## src/rtl/cory_dmx8.sv

```systemverilog
// -----------------------------------------------------------------------------
// cory_dmx8 -- 1-to-8 stream demultiplexer with a 2-entry in-order FIFO.
//
// Each accepted upstream beat is stored as {data, dest} and later presented
// only on the output port named by its dest field. Beats leave in arrival
// order, so a head beat stalled on one port holds back every later beat,
// including beats bound for other ports.
//
// Ports
//   clk                 sole clock, rising edge
//   reset               synchronous, active-high flush
//   i_a_v/i_a_d/i_a_s   upstream valid / data (N bits) / destination 0..7
//   o_a_r               upstream ready (registered occupancy < 2)
//   o_zK_v/o_zK_d       valid / data toward destination K (K = 0..7)
//   i_zK_r              ready from destination K
//   i_cnt_sel           selects the per-port transfer counter shown on o_cnt
//   i_cnt_clr           synchronous clear of all transfer counters
//   o_cnt               transfer count of port i_cnt_sel
//
// Build option
//   CORY_DMX8_CNT_EN    when defined, keeps eight saturating 16-bit counters
//                       of downstream transfers; otherwise o_cnt is tied to 0.
// -----------------------------------------------------------------------------
module cory_dmx8 #(
    parameter int N = 8
) (
    input  logic         clk,
    input  logic         reset,
    input  logic         i_a_v,
    input  logic [N-1:0] i_a_d,
    input  logic [2:0]   i_a_s,
    output logic         o_a_r,
    output logic         o_z0_v,
    output logic         o_z1_v,
    output logic         o_z2_v,
    output logic         o_z3_v,
    output logic         o_z4_v,
    output logic         o_z5_v,
    output logic         o_z6_v,
    output logic         o_z7_v,
    output logic [N-1:0] o_z0_d,
    output logic [N-1:0] o_z1_d,
    output logic [N-1:0] o_z2_d,
    output logic [N-1:0] o_z3_d,
    output logic [N-1:0] o_z4_d,
    output logic [N-1:0] o_z5_d,
    output logic [N-1:0] o_z6_d,
    output logic [N-1:0] o_z7_d,
    input  logic         i_z0_r,
    input  logic         i_z1_r,
    input  logic         i_z2_r,
    input  logic         i_z3_r,
    input  logic         i_z4_r,
    input  logic         i_z5_r,
    input  logic         i_z6_r,
    input  logic         i_z7_r,
    input  logic [2:0]   i_cnt_sel,
    input  logic         i_cnt_clr,
    output logic [15:0]  o_cnt
);

    typedef struct packed {
        logic [N-1:0] d;
        logic [2:0]   s;
    } entry_t;

    entry_t     mem [2];
    logic       wr_ptr;
    logic       rd_ptr;
    logic [1:0] occ;

    entry_t     head;
    logic [7:0] z_v;
    logic [7:0] z_r;
    logic       push;
    logic       pop;

    assign z_r  = {i_z7_r, i_z6_r, i_z5_r, i_z4_r, i_z3_r, i_z2_r, i_z1_r, i_z0_r};
    assign head = mem[rd_ptr];

    // Ready comes from registered occupancy only, so downstream ready never
    // reaches o_a_r combinationally; a full FIFO refuses even on a same-cycle pop.
    assign o_a_r = (occ < 2'd2);
    assign push  = i_a_v && o_a_r;
    // z_v is zero for every port but the head's, so ready on an idle port is ignored.
    assign pop   = |(z_v & z_r);

    // NOTE: every signal assigned in always_comb gets a default first, so no
    // path through the block leaves it unassigned and no latch is inferred.
    always_comb begin
        z_v = '0;
        if (occ != 2'd0) begin
            z_v[head.s] = 1'b1;
        end
    end

    assign {o_z7_v, o_z6_v, o_z5_v, o_z4_v, o_z3_v, o_z2_v, o_z1_v, o_z0_v} = z_v;

    // Data is broadcast from the head; only the valid port's copy is meaningful.
    assign o_z0_d = head.d;
    assign o_z1_d = head.d;
    assign o_z2_d = head.d;
    assign o_z3_d = head.d;
    assign o_z4_d = head.d;
    assign o_z5_d = head.d;
    assign o_z6_d = head.d;
    assign o_z7_d = head.d;

    // NOTE: sequential state uses non-blocking assignments so every register
    // samples pre-edge values regardless of statement order.
    always_ff @(posedge clk) begin
        if (reset) begin
            occ    <= 2'd0;
            wr_ptr <= 1'b0;
            rd_ptr <= 1'b0;
        end else begin
            if (push) wr_ptr <= ~wr_ptr;
            if (pop)  rd_ptr <= ~rd_ptr;
            case ({push, pop})
                2'b10:   occ <= occ + 2'd1;
                2'b01:   occ <= occ - 2'd1;
                default: occ <= occ;
            endcase
        end
    end

    // NOTE: the storage array has no reset; occupancy alone says which entries
    // are live, so stale contents are never presented as valid.
    always_ff @(posedge clk) begin
        if (push) begin
            mem[wr_ptr] <= '{d: i_a_d, s: i_a_s};
        end
    end

`ifdef CORY_DMX8_CNT_EN
    logic [15:0] cnt [8];

    // Clear (reset or i_cnt_clr) wins over a same-cycle increment.
    always_ff @(posedge clk) begin
        if (reset || i_cnt_clr) begin
            for (int k = 0; k < 8; k++) cnt[k] <= 16'd0;
        end else begin
            for (int k = 0; k < 8; k++) begin
                if (z_v[k] && z_r[k] && (cnt[k] != 16'hFFFF)) begin
                    cnt[k] <= cnt[k] + 16'd1;
                end
            end
        end
    end

    assign o_cnt = cnt[i_cnt_sel];
`else
    logic unused_cnt_ctrl;
    assign unused_cnt_ctrl = ^{i_cnt_sel, i_cnt_clr};
    assign o_cnt = 16'd0;
`endif

endmodule

```

## config.mk

```make
export PLATFORM = sky130hd
export DESIGN_NAME = cory_dmx8
export DESIGN_NICKNAME = d
export VERILOG_FILES = /design/src/rtl/cory_dmx8.sv
export SDC_FILE = /design/constraint.sdc
export NUM_CORES = 1
export LEC_CHECK = 0
export BUFFER_PORTS_ARGS = -buffer_cell sky130_fd_sc_hd__buf_2
export CORE_MARGIN = 3
export CORE_UTILIZATION = 25
export CTS_BUF_LIST = sky130_fd_sc_hd__clkbuf_4 sky130_fd_sc_hd__clkbuf_8
export CTS_CLUSTER_SIZE = 10
export DETAILED_ROUTE_END_ITERATION = 8
export HOLD_SLACK_MARGIN = 0.15
export PLACE_DENSITY = 0.6
export SLEW_MARGIN = 0
export SYNTH_ARGS = -nofsm -noshare
export SYNTH_HDL_FRONTEND = slang
export SYNTH_SLANG_ARGS = --single-unit
```

## constraint.sdc

```tcl
create_clock -name clk -period 2.54 [get_ports clk]
set_input_delay 0.381 -clock clk [delete_from_list [all_inputs] [get_ports clk]]
set_output_delay 0.381 -clock clk [all_outputs]
set_load 0.02 [all_outputs]
```

==> impl_metrics.py <==
metrics = {
    "status": {
        "status": "finished clean",
    },
    "finish": {
        "area_growth_pct": 8.01,
        "num_antenna_cells": 0,
        "nets": 225,
        "nFillCells": 685,
        "multi_input_area_sq_um": 465,
        "area.sequential_sq_um": 761,
        "drive_above_1_share_pct": 58.4,
    },
    "global_routing": {
        "grt_use_total_pct": 6.64,
        "grt_pass1_vias": 870,
        "antenna_found_initial": 0,
        "grt_max_degree": 16,
        "grt_first_pass_wirelength_um": 4010,
        "grt-ovfl-total": 0,
    },
    "route": {
        "vias": 1042,
        "firstDrtPassIters": 4,
        "ant_nets": 0,
        "drc_errors": 0,
        "vias_per_cell": 3.80,
        "wire_per_inst_um": 10.8,
        "drt_iter0_drc": 51,
        "finalWirelength_um": 2960,
    },
    "timing": {
        "finalMaxSlewViolations": 0,
        "worst_slew_pin_slew_ns": 0.565,
        "fin_ws_ns": 0.198,
        "post-route-min-period_ns": 2.34,
        "final-setup-viol-count": 0,
        "max-slew-margin-rel_pct": 62.3,
        "worst_clock_skew_ns": 0.00337,
        "hold_viol": 0,
        "achievable-frequency_mhz": 427,
        "period_share_pct": 92.2,
        "finalSetupTns_ns": 0,
        "rsz0062_at_grt": "false",
    },
    "cts": {
        "cts_root_buf": "clkbuf_8",
        "hold_buffers": 0,
        "clk_pin_slew_ns": 0.09,
        "cts_setup_buffers": 0,
        "htreeDepth": 1,
        "clock_latency_ns": 0.27,
        "postCtsResizedCells": 0,
        "tritoncts": "built",
        "clock_path_buffers": 2,
        "cts_inserted_buffers": 3,
        "clock-sinks": 27,
    },
    "synthesis": {
        "synth-main-ff-cell": "edfxtp_1",
        "synth-edff-count": 22,
        "synthCells": 154,
        "ys_ff_latch": 27,
        "yosys_warnings": 0,
        "synth_area_sq_mm": 0.00173,
        "avgSynthCellArea_sq_um": 11.3,
        "async_reset_ff_share_pct": 0,
        "yosysSeqAreaShare_pct": 43.9,
        "synth_cell_types": 28,
    },
    "critical_path": {
        "critical_path_class": "flip-flop to flip-flop",
        "end_kind": "flip-flop",
        "critPathArrivalTime_ns": 2.55,
        "required_ns": 2.74,
        "cp_max_fo": 6,
        "crit_path_start_kind": "flip-flop",
    },
    "floorplanning": {
        "die_h_um": 89.3,
        "num_rows": 29,
        "die_w_um": 89.3,
        "io_pins": 115,
        "die_area_sq_mm": 0.00797,
        "start_util_pct": 26.6,
        "core_sq_mm": 0.00653,
    },
    "place": {
        "portBuffers": 94,
        "gp_congestion": 0.728,
        "hpwl_um": 2390,
        "place_ws_ns": 0.215,
    },
    "pwr": {
        "powerDensity_mw_per_mm2": 1280,
        "p_leak_nw": 0.887,
        "ir_worst_vdd_mv": 0.472,
    },
    "min_path": {
        "hold_path.class": "input port to flip-flop",
    },
    "job": {
        "drv_cap": 0,
    },
}
[Yosys cell counts, types with 2 or more instances]
library cell	number	area [sq um]
buf_4	72	541
o22ai_1	2	12.5
o21ai_0	2	10.0
mux2i_1	4	40.0
nor2_1	14	52.6
xor2_1	2	17.5
dfxtp_1	5	100
edfxtp_1	22	661
mux2_2	8	90.1
nand2_1	2	7.51
mux2_1	2	22.5
inv_1	3	11.3
[stage by stage]
step	std cells	power, W	instance area (sq um)	utilization (%)	hold WS, ns
after floorplan	169	0.00219	1790	-	0.450
after global placement	270	0.00219	1830	28.0	0.514
after detailed placement	270	0.00220	1830	28.0	0.528
after CTS	274	0.00244	1870	28.7	0.291
after global routing	274	0.00259	1870	28.7	0.282
final	274	0.00240	1870	28.7	0.298
[worst max-delay path: stages, from the launching register on]
cell and delay [ns]:
dfxtp_1 0.39, mux2i_2 0.48, mux2i_1 0.26, o22ai_1 0.11, o22a_2 0.23, ha_1 0.32
or3_1 0.35, a21oi_1 0.14
[flip-flops by register name, indices dropped and copies added (netlist names), named ones only]
register,flops
wr_ptr,1
rd_ptr,1
mem,22
occ,2
[power by group]
group	internal (W)	switching, W	leakage (nW)
sequential	0.000587	0.0000546	0.247
clock	0.000110	0.000126	0.0255
combinational	0.000513	0.00101	0.614
[cell families after synthesis]
logic type	share of synthesized area [%]
compound gates	6.42
xor+xnor	1.52
fa+ha+maj	0.721
buf+inv	32.5
flops	43.9
mux	9.60
other cells	0.216
simple gates	5.12
[layout by cell type (no fill, tap or decap), types with 2 or more instances in the layout]
cell type / netlist / layout
o21ai_0: 2 / 2
clkbuf_8: 0 / 3
edfxtp_1: 22 / 22
dfxtp_1: 5 / 5
buf_4: 72 / 3
xor2_1: 2 / 2
nand2_1: 2 / 2
o22ai_1: 2 / 2
mux2_2: 8 / 8
mux2_1: 2 / 2
mux2i_1: 4 / 4
buf_2: 0 / 94
inv_1: 3 / 3
conb_1: 1 / 16
nor2_1: 14 / 14
[path summary, 6_finish.rpt]
path | start | endpoint | slack (ns) | depth (start not counted)
worst min-delay path | i_a_d[0] | mem[1][3] | 0.30 | 1
worst min register to register | occ[1] | occ[1] | 0.54 | 2
worst max-delay path | flip-flop | occ[1] | 0.20 | 7
worst max register to register | flip-flop | occ[1] | 0.20 | 7
[metal layers]
| layer | wire, um | share of wire, % | vias to the layer above | global-route usage, % |
|---|---|---|---|---|
| met5 | 0 | 0 | - | 0 |
| met4 | 0 | 0 | 0 | 2.44 |
| met3 | 263 | 8.9 | 0 | 1.57 |
| met2 | 1520 | 51 | 59 | 11.9 |
| li1 | - | - | 518 | - |
| met1 | 1170 | 40 | 465 | 7.68 |
[area by class of cell]
class | count | share of cell area (%)
flip-flops and latches | 27 | 40.6
repair buffers | 97 | 26.3
multi-input cells | 66 | 24.8
well taps | 77 | 5.14
clock buffers | 3 | 2.20
inverters | 3 | 0.601
clock inverters | 1 | 0.267
Power figures use the tool's default switching activity.
